--- config.mk ---
export PLATFORM = sky130hd
export DESIGN_NAME = dht_request_ctrl
export DESIGN_NICKNAME = d
export VERILOG_FILES = /design/src/rtl/dht_request_ctrl.sv
export SDC_FILE = /design/constraint.sdc
export NUM_CORES = 1
export LEC_CHECK = 0
export ABC_AREA = 1
export CORE_ASPECT_RATIO = 0.6
export CORE_MARGIN = 10
export CORE_UTILIZATION = 48
export DETAILED_ROUTE_END_ITERATION = 8
export PLACE_DENSITY = 0.76
export SLEW_MARGIN = 5
export SYNTH_ARGS = -nofsm -noshare
export SYNTH_HDL_FRONTEND = slang
export SYNTH_SLANG_ARGS = --single-unit
--- constraint.sdc ---
create_clock -name clk -period 3.18 [get_ports clk]
set_clock_uncertainty 0.1 [all_clocks]
set_input_delay 0.954 -clock clk [delete_from_list [all_inputs] [get_ports clk]]
set_output_delay 0.954 -clock clk [all_outputs]
set_load 0.02 [all_outputs]
--- src/rtl/dht_request_ctrl.sv ---
`timescale 1ns/1ps
// dht_request_ctrl
// Request sequencer between the host command path and the 32-channel DHT11
// reader. Takes one request at a time, pulses the reader's start and waits for
// done (with a timeout). It then grades the result and streams a 2-byte
// response frame out on a valid/ready byte interface.
module dht_request_ctrl #(
  parameter int TIMEOUT_CYCLES = 50000,
  parameter int CNT_W          = 17
) (
  input  logic       clk,
  input  logic       rst,
  input  logic       req_valid,
  output logic       req_ready,
  input  logic [4:0] req_sensor,
  input  logic [1:0] req_cmd,
  output logic       start_bit,
  output logic [4:0] sensorIndex,
  input  logic       dht_done,
  input  logic       dht_error,
  input  logic [7:0] hum_int,
  input  logic [7:0] hum_float,
  input  logic [7:0] temp_int,
  input  logic [7:0] temp_float,
  input  logic [7:0] check_sum,
  output logic [7:0] tx_data,
  output logic       tx_valid,
  input  logic       tx_ready
);

  // Last counter value seen in WAIT_DONE before the timeout fires.
  localparam logic [CNT_W-1:0] TO_LAST = CNT_W'(TIMEOUT_CYCLES - 1);

  localparam logic [2:0] ST_OK      = 3'b000;
  localparam logic [2:0] ST_DHT_ERR = 3'b001;
  localparam logic [2:0] ST_CKSUM   = 3'b010;
  localparam logic [2:0] ST_TIMEOUT = 3'b011;
  localparam logic [2:0] ST_BAD_CMD = 3'b100;

  localparam logic [1:0] CMD_STATUS = 2'd0;
  localparam logic [1:0] CMD_HUM    = 2'd1;
  localparam logic [1:0] CMD_BAD    = 2'd3;

  typedef enum logic [2:0] {
    S_IDLE,
    S_START,
    S_WAIT_DONE,
    S_EVAL,
    S_LOAD,
    S_SEND0,
    S_SEND1
  } state_t;

  state_t           r_state;
  logic [CNT_W-1:0] r_cnt;
  logic             r_start_bit;
  logic [4:0]       r_sensor;
  logic [7:0]       r_tx_data;
  logic             r_tx_valid;

  // Request / result context; only meaningful while a request is in flight.
  logic [1:0]       r_cmd;
  logic [2:0]       r_status;
  logic             r_err;
  logic [7:0]       r_hum_int;
  logic [7:0]       r_hum_float;
  logic [7:0]       r_temp_int;
  logic [7:0]       r_temp_float;
  logic [7:0]       r_check_sum;

  logic [7:0]       w_byte0;
  logic [7:0]       w_byte1;

  // DHT11 checksum: plain byte sum of the four data bytes, carries dropped.
  function automatic logic [7:0] f_checksum(input logic [7:0] a, input logic [7:0] b,
                                            input logic [7:0] c, input logic [7:0] d);
    return a + b + c + d;
  endfunction

  // Reader error outranks a checksum mismatch.
  function automatic logic [2:0] f_eval_status(input logic err, input logic [7:0] sum,
                                               input logic [7:0] ck);
    if (err)
      return ST_DHT_ERR;
    else if (sum != ck)
      return ST_CKSUM;
    else
      return ST_OK;
  endfunction

  // Second frame byte: payload only for a clean humidity/temperature read.
  function automatic logic [7:0] f_payload(input logic [2:0] status, input logic [1:0] cmd,
                                           input logic [7:0] hum, input logic [7:0] temp);
    if (status != ST_OK || cmd == CMD_STATUS)
      return 8'h00;
    else if (cmd == CMD_HUM)
      return hum;
    else
      return temp;
  endfunction

  assign w_byte0     = {r_status, r_sensor};
  assign w_byte1     = f_payload(r_status, r_cmd, r_hum_int, r_temp_int);

  assign req_ready   = (r_state == S_IDLE) && !rst;
  assign start_bit   = r_start_bit;
  assign sensorIndex = r_sensor;
  assign tx_data     = r_tx_data;
  assign tx_valid    = r_tx_valid;

  // Request FSM: accept, start pulse, wait/timeout, grade, then send the frame.
  always_ff @(posedge clk) begin
    if (rst) begin
      r_state     <= S_IDLE;
      r_cnt       <= '0;
      r_start_bit <= 1'b0;
      r_sensor    <= 5'd0;
      r_tx_data   <= 8'h00;
      r_tx_valid  <= 1'b0;
    end else begin
      // start_bit is high only in the cycle spent in START.
      r_start_bit <= 1'b0;
      case (r_state)
        S_IDLE: begin
          if (req_valid && req_ready) begin
            r_sensor <= req_sensor;
            r_cmd    <= req_cmd;
            if (req_cmd == CMD_BAD) begin
              r_status <= ST_BAD_CMD;
              r_state  <= S_LOAD;
            end else begin
              r_start_bit <= 1'b1;
              r_state     <= S_START;
            end
          end
        end
        S_START: begin
          r_cnt   <= '0;
          r_state <= S_WAIT_DONE;
        end
        S_WAIT_DONE: begin
          r_cnt <= r_cnt + 1'b1;
          // A done on the timeout cycle still counts as a result.
          if (dht_done) begin
            r_err        <= dht_error;
            r_hum_int    <= hum_int;
            r_hum_float  <= hum_float;
            r_temp_int   <= temp_int;
            r_temp_float <= temp_float;
            r_check_sum  <= check_sum;
            r_state      <= S_EVAL;
          end else if (r_cnt == TO_LAST) begin
            r_status <= ST_TIMEOUT;
            r_state  <= S_LOAD;
          end
        end
        S_EVAL: begin
          r_status <= f_eval_status(r_err,
                                    f_checksum(r_hum_int, r_hum_float, r_temp_int, r_temp_float),
                                    r_check_sum);
          r_state  <= S_LOAD;
        end
        S_LOAD: begin
          r_tx_data  <= w_byte0;
          r_tx_valid <= 1'b1;
          r_state    <= S_SEND0;
        end
        S_SEND0: begin
          if (tx_ready) begin
            r_tx_data <= w_byte1;
            r_state   <= S_SEND1;
          end
        end
        S_SEND1: begin
          if (tx_ready) begin
            r_tx_valid <= 1'b0;
            r_state    <= S_IDLE;
          end
        end
        default: r_state <= S_IDLE;
      endcase
    end
  end

endmodule
==> metrics.cfg, run 1 <==
[synth]
synth_top_family_by_area = simple AND/OR/NAND/NOR gates
synth_cell_types = 37
muxShareOfSynthArea_pct = 1.62
async_flop_share_pct = 0
synth-compound-area-share_pct = 8.91
synth_area_leader_cell = edfxtp_1
synthCells = 469
syn-cell-area_um2 = 4170
ys_top_cells_by_area = edfxtp_1 33%, dfxtp_1 17%, nand2_1 12%
synth_seq_area_share_pct = 49.9
synth_fp_nets = 544
yosys_register_bits = 81
synth_top_area_share_pct = 33.1
synthAdderAreaFrac_pct = 9.12
synth_simple_gate_area_share_pct = 22.6
synthXorXnorAreaFrac_pct = 0.840
ys_warn_count = 0
syn_area_per_cell_um2 = 8.89
synthFlopType = edfxtp_1
synth_edf_count = 46

[timing]
rsz0062_at_grt = true
slew_headroom_pct = 64.5
fin_ws_ns = -0.0926
tightestPinTransition_ns = 0.531
min_period_over_period_pct = 103
setup_violations = 1
tns_ns = -0.0926
report.final.hold_viol_count = 0
fmax_mhz = 306
drv_slew = 0
min_period_ns = 3.27

[pwr]
swShare_pct = 32.0
clkPwrFrac_pct = 34.0
p_leak_uw = 0.00213
internal_power_uw = 2440
peakVddDrop_uv = 359
p_comb_share_pct = 29.2
powerDensity_nw_per_um2 = 665
seqPwrFrac_pct = 36.8
net-switching-power_uw = 1140

[global_routing]
met3_usage_pct = 4.53
met2_usage_pct = 24.5
met1_usage_pct = 23.0
grt_pass1_wl_um = 17300
antenna_found_initial = 0
top_usage_layer = met2
grt_use_total_pct = 16.5
grt_pass1_vias = 3411
gr-total-overflow = 0
grt_max_degree = 42

[worst_setup_path]
required_ns = 3.18
cp_cell_sequence = fa_1, inv_1, fa_1, inv_1, ha_2, fa_2, xnor2_1, nand3_1, nor2_2, nand3_2, nor2_2, nand3_1, nand2_1, nand2_1
r2r_setup_slack_ns = -0.09
cpMaxStageDelayCell = fa_1
crit_path_max_fanout = 2
critical_path_class = reg2reg
start_kind = register
cp_slowest_stage_delay_ns = 0.56
end_kind = register
arrival_ns = 3.28

[die]
die_area_um2 = 12900
core-area_um2 = 8490
io_pins = 69
start_util_pct = 49.1
die_w_um = 140
rows = 26
die_h_um = 92.2

[cts]
numCtsBuffers = 9
htreeDepth = 3
path_clk_slew_ns = 0.06
numClockSinks = 81
clock-root-buffer = clkbuf_16
clk_path_buf_depth = 2
tritoncts = built
clock_latency_ns = 0.35

[min_path]
hold_class = reg2reg

[place]
portBuffers = 68
gp_congestion = 0.940
hpwl_um = 7990
place_ws_ns = -0.204
placedCellCount = 647

[cells_and_area]
final_nets = 622
layout-drive-gt1-share_pct = 8.88
final_cells = 664
diodes = 0
areaGrowthSynthToFinish_pct = 29.0

[route]
drt_iter0_drc = 364
wl_per_cell_um = 16.2
drc_errors = 0
ant_nets = 0
vias_per_cell = 5.38
firstDrtPassIters = 5
wl_um = 10700
num_vias = 3570

[run_status]
outcome = complete, but fails checks
violations = negative setup slack

[job]
drv_cap = 0

final cells by class:
type,instances,area [µm²]
clock buffer,13,292
clock inverter,3,66.3
fill,697,3110
inverter,61,229
multi-input combinational,318,1820
sequential,81,2080
tap,112,140
timing repair buffer,76,752
per-stage QoR:
step	utilization (%)	cell area, µm²	total power (µW)	hold slack, ns
2_1_floorplan	-	4170	2010	0.352
3_3_place_gp	58.9	5000	2310	0.356
3_5_place_dp	58.9	5000	2350	0.360
4_1_cts	63.3	5380	3580	0.369
5_1_grt	63.4	5380	3760	0.401
6_report	63.4	5380	3580	0.368
sequential cells by signal, indices dropped and copies added, names as in the netlist, 2 cells and up:
| register | flops |
|---|---|
| tx_data | 8 |
| r_state | 3 |
| sensorIndex | 5 |
| r_hum_float | 8 |
| r_check_sum | 8 |
| r_hum_int | 8 |
| r_status | 3 |
| r_cmd | 2 |
| r_temp_float | 8 |
| r_temp_int | 8 |
| r_cnt | 17 |
cells in the final DEF, fill, tap and decap left out, types with 2 or more instances in the layout:
| cell | synthesis | layout |
|---|---|---|
| xor2_1 | 2 | 2 |
| bufinv_16 | 0 | 2 |
| nand3_1 | 36 | 35 |
| clkdlybuf4s50_1 | 0 | 67 |
| nand2_1 | 130 | 130 |
| nor2_4 | 1 | 2 |
| a21oi_1 | 25 | 25 |
| nor2_2 | 3 | 5 |
| dfxtp_1 | 35 | 35 |
| nor2_1 | 25 | 22 |
| clkbuf_16 | 0 | 10 |
| nor3_1 | 7 | 7 |
| o21ai_0 | 27 | 27 |
| a31oi_1 | 9 | 9 |
| edfxtp_1 | 46 | 46 |
| ha_1 | 8 | 7 |
| xnor2_1 | 2 | 2 |
| nand2_2 | 2 | 2 |
| inv_2 | 3 | 3 |
| fa_1 | 14 | 13 |
| clkbuf_8 | 0 | 3 |
| buf_4 | 3 | 7 |
| inv_1 | 58 | 58 |
| mux2_2 | 6 | 6 |
| nand4_1 | 6 | 6 |
| nor4_1 | 2 | 2 |
| a221oi_1 | 2 | 2 |
repair_timing:
action	in CTS	in global routing
setup buffers	1	0
hold buffers	0	0
endpoints found under the setup margin	2	1
pin swaps	9	6
resized for setup	4	2
path summary, 6_finish.rpt:
path	from	end	cells past startpoint
setup / recovery	r_temp_int[1]	r_status[1]	14
hold / removal	tx_valid	tx_valid	2
setup reg to reg	r_temp_int[1]	r_status[1]	14
hold reg to reg	tx_valid	tx_valid	2
synthesized netlist by cell type, types with 2 or more instances:
| library cell | instances |
|---|---|
| nand2_2 | 2 |
| nor2_2 | 3 |
| a221oi_1 | 2 |
| xnor2_1 | 2 |
| a21oi_1 | 25 |
| nand2_1 | 130 |
| xor2_1 | 2 |
| ha_1 | 8 |
| dfxtp_1 | 35 |
| inv_1 | 58 |
| nor3_1 | 7 |
| edfxtp_1 | 46 |
| nand4_1 | 6 |
| o21ai_0 | 27 |
| inv_2 | 3 |
| a31oi_1 | 9 |
| mux2_2 | 6 |
| fa_1 | 14 |
| nor2_1 | 25 |
| nand3_1 | 36 |
| nor4_1 | 2 |
| buf_6 | 2 |
| clkbuf_1 | 3 |
| buf_4 | 3 |
critical path, delay by kind of cell, from the launching register on:
kind	cells	cell delay, ns
adders and majority gates	4	1.75
and+or+nand+nor	7	0.56
DFF	1	0.42
xor gates and xnor gates	1	0.11
buffers and inverters	2	0.09
routing by layer:
metal | routed length (µm) | vias up
li1 | - | 1724
met5 | 0 | -
met3 | 770 | 15
met2 | 4670 | 145
met4 | 127 | 0
met1 | 5160 | 1686
logic make-up (layout without fill, tap and decap cells):
family,count (synthesis),in the layout
adders and majority gates,22,22
xor gates and xnor gates,4,4
AOI/OAI and AO/OA,68,68
muxes,6,6
buffers and inverters,70,153
DFF,81,81
and+or+nand+nor,218,218
power groups by stage:
stage / Sequential, µW / Clock, µW / Combinational (µW)
4_1_cts: 1320 / 1230 / 1040
3_5_place_dp: 1340 / 0 / 1020
6_report: 1320 / 1220 / 1040
2_1_floorplan: 1370 / 0 / 631
5_1_grt: 1330 / 1280 / 1160
3_3_place_gp: 1330 / 0 / 980
(Power assumes the default switching activity.)
==> run 2, diff against run 1 <==
--- a/config.mk
+++ b/config.mk
@@ -11,6 +11,7 @@
 export CORE_UTILIZATION = 48
 export DETAILED_ROUTE_END_ITERATION = 8
 export PLACE_DENSITY = 0.76
+export SETUP_SLACK_MARGIN = 0.4
 export SLEW_MARGIN = 5
 export SYNTH_ARGS = -nofsm -noshare
 export SYNTH_HDL_FRONTEND = slang
==> run 2 against run 1 <==
Effect of this change: the flow still finishes with violations (negative setup slack); routed wire length fell by 1.5%; largest cell class unchanged; sequential power barely moved; non-clock buffer count did not move; critical endpoint unchanged; critical path type unchanged; combinational power barely moved; cell count did not move; worst hold slack improved by 0.0070 ns; first-iteration DRC count fell by 31%; sequential cell count did not move; critical path depth did not move.
==> metrics.cfg, run 2 (synthesis gave the netlist of run 1 again) <==
[run_status]
outcome = complete, but fails checks  ; unchanged
violations = negative setup slack  ; unchanged

[worst_setup_path]
cpMostUsedCell = nand3_1
cpMaxStageDelayCell = fa_1  ; unchanged
critical_path_class = reg2reg  ; unchanged
required_ns = 3.17  ; was 3.18 ns
end_kind = register  ; unchanged
timing.rr.end = r_status[1]  ; unchanged
r2r_start = r_hum_float[1]  ; was r_temp_int[1]
r2r_cells = 14  ; unchanged
path_buf_inv = 2  ; unchanged
start_kind = register  ; unchanged
path_delay_family = adder cells  ; unchanged
cp_cell_sequence = fa_1, inv_1, fa_1, inv_2, ha_4, fa_2, xnor2_1, nand3_1, nor2_2, nand3_1, nor2_1, nand3_1, nand2_1, nand2_1  ; was fa_1, inv_1, fa_1, inv_1, ha_2, fa_2, xnor2_1, nand3_1, nor2_2, nand3_2, nor2_2, nand3_1, nand2_1, nand2_1
r2r_setup_slack_ns = -0.07  ; was -0.09 ns
arrival_ns = 3.24  ; was 3.28 ns
crit_path_max_fanout = 2  ; unchanged
cp_slowest_stage_delay_ns = 0.54  ; was 0.56 ns

[route]
drt_iter0_drc = 251  ; was 364
num_vias = 3487  ; was 3,570
ant_nets = 0  ; unchanged
firstDrtPassIters = 7  ; was 5
drc_errors = 0  ; unchanged
wl_per_cell_um = 15.9  ; was 16.2 µm
vias_per_cell = 5.25  ; was 5.38
wl_um = 10600  ; was 10,700 µm

[global_routing]
grt_max_degree = 42  ; unchanged
grt_pass1_wl_um = 17500  ; was 17,300 µm
antenna_found_initial = 0  ; unchanged
grt_use_total_pct = 16.6  ; was 16.5%
grt_pass1_vias = 3461  ; was 3,411
gr-total-overflow = 0  ; unchanged

[timing]
setup_violations = 1  ; unchanged
report.final.hold_viol_count = 0  ; unchanged
rsz0062_at_grt = true  ; unchanged
fin_ws_ns = -0.0664  ; was -0.0926 ns
min_period_over_period_pct = 102  ; was 103%
min_period_ns = 3.25  ; was 3.27 ns
slew_headroom_pct = 66.2  ; was 64.5%
tightestPinTransition_ns = 0.505  ; was 0.531 ns
fmax_mhz = 308  ; was 306 MHz
drv_slew = 0  ; unchanged

[cells_and_area]
layout_commonest_cell = nand2_1  ; unchanged
largest_reg_flops = 17  ; unchanged
final_cell_mix = 130 x nand2_1, 66 x clkdlybuf4s50_1, 57 x inv_1  ; was 130 x nand2_1, 67 x clkdlybuf4s50_1, 58 x inv_1
layout-drive-gt1-share_pct = 8.70  ; was 8.88%
diodes = 0  ; unchanged
top_register = r_cnt  ; unchanged
final_nets = 622  ; unchanged
utilization_pct = 62.6  ; was 63.4%
areaGrowthSynthToFinish_pct = 27.3  ; was 29.0%

[job]
drv_cap = 0  ; unchanged

[pwr]
powerDensity_nw_per_um2 = 634  ; was 665 nW/µm²
finalPower_uw = 3370  ; was 3580 µW
swShare_pct = 33.6  ; was 32.0%
net-switching-power_uw = 1130  ; was 1140 µW
p_comb_share_pct = 31.1  ; was 29.2%
p_leak_uw = 0.00210  ; was 0.00213 µW
clkPwrFrac_pct = 29.7  ; was 34.0%
seqPwrFrac_pct = 39.1  ; was 36.8%
internal_power_uw = 2240  ; was 2440 µW
peakVddDrop_uv = 377  ; was 359 µV

[cts]
clock_latency_ns = 0.34  ; was 0.35 ns
tritoncts = built  ; unchanged
clk_path_buf_depth = 2  ; unchanged
cts_hold_buf = 0  ; unchanged
clock-root-buffer = clkbuf_16  ; unchanged
numCtsBuffers = 9  ; unchanged
numClockSinks = 81  ; unchanged
htreeDepth = 3  ; unchanged
path_clk_slew_ns = 0.06  ; about the same

[place]
portBuffers = 68  ; unchanged
gp_congestion = 0.946  ; was 0.940
hpwl_um = 8040  ; was 7990 µm

[die]
die_area_um2 = 12900  ; unchanged
core-area_um2 = 8490  ; unchanged
io_pins = 69  ; unchanged
rows = 26  ; unchanged
start_util_pct = 49.1  ; unchanged
die_w_um = 140  ; unchanged
die_h_um = 92.2  ; unchanged

[min_path]
holdCritStartpoint = tx_valid  ; unchanged
min_path_cells = 2  ; unchanged
holdPathEnd = tx_valid  ; unchanged
hold_class = reg2reg  ; unchanged

[run 2: worst max-delay path by stage]
stage                   start     endpoint  slack, ns  cells past startpoint
3_3_place_gp              rst    req_ready      -0.13                      5
6_report       r_hum_float[1]  r_status[1]      -0.07                     14
4_1_cts        r_hum_float[1]  r_status[1]      -0.14                     14
2_1_floorplan    r_hum_int[1]  r_status[1]       0.09                     14
3_5_place_dp              rst    req_ready      -0.16                      5
5_1_grt        r_hum_float[1]  r_status[1]      -0.23                     14
[run 2: metal layers]
metal	track usage [%]	vias to the layer above	wire length, µm
li1	-	1718	-
met1	22.4	1602	4930
met2	25.3	155	4670
met3	4.84	12	836
met4	4.71	0	134
met5	0	-	0
[run 2: worst reg2reg max path: cells and delay by family, from the launching register on]
kind                       cells  cell delay, ns
adders and majority gates      4            1.72
and+or+nand+nor                7            0.57
buffers and inverters          2            0.11
xor gates and xnor gates       1            0.11
DFF                            1            0.40
[run 2: power groups by stage]
stage	Sequential [µW]	Combinational [µW]	Clock [µW]
after floorplan	1370	632	0
after global placement	1330	980	0
after detailed placement	1340	1020	0
after CTS	1320	1040	1020
after global routing	1330	1170	1060
final	1320	1050	1000
[run 2: stage by stage]
| step | worst slack, ns | std cells | setup TNS [ns] | hold slack [ns] | area (µm²) |
|---|---|---|---|---|---|
| 2_1_floorplan | 0.0914 | 469 | 0 | 0.352 | 4180 |
| 6_report | -0.0664 | 664 | -0.0664 | 0.375 | 5310 |
| 3_5_place_dp | -0.158 | 647 | -0.292 | 0.360 | 5010 |
| 4_1_cts | -0.142 | 664 | -0.142 | 0.376 | 5300 |
| 3_3_place_gp | -0.129 | 647 | -0.182 | 0.356 | 5010 |
| 5_1_grt | -0.233 | 664 | -0.233 | 0.407 | 5310 |
[run 2: area by class of cell]
class	instances	area [µm²]
well taps	112	140
repair buffers	76	749
fillers	716	3180
clock buffers	9	225
flip-flops and latches	81	2080
clock inverters	7	61.3
inverters	61	229
multi-input cells	318	1820
[run 2: repair_timing]
action	in CTS	in global routing
setup buffers	1	0
pin swaps	6	2
resized for setup	8	2
setup endpoints to repair	2	1
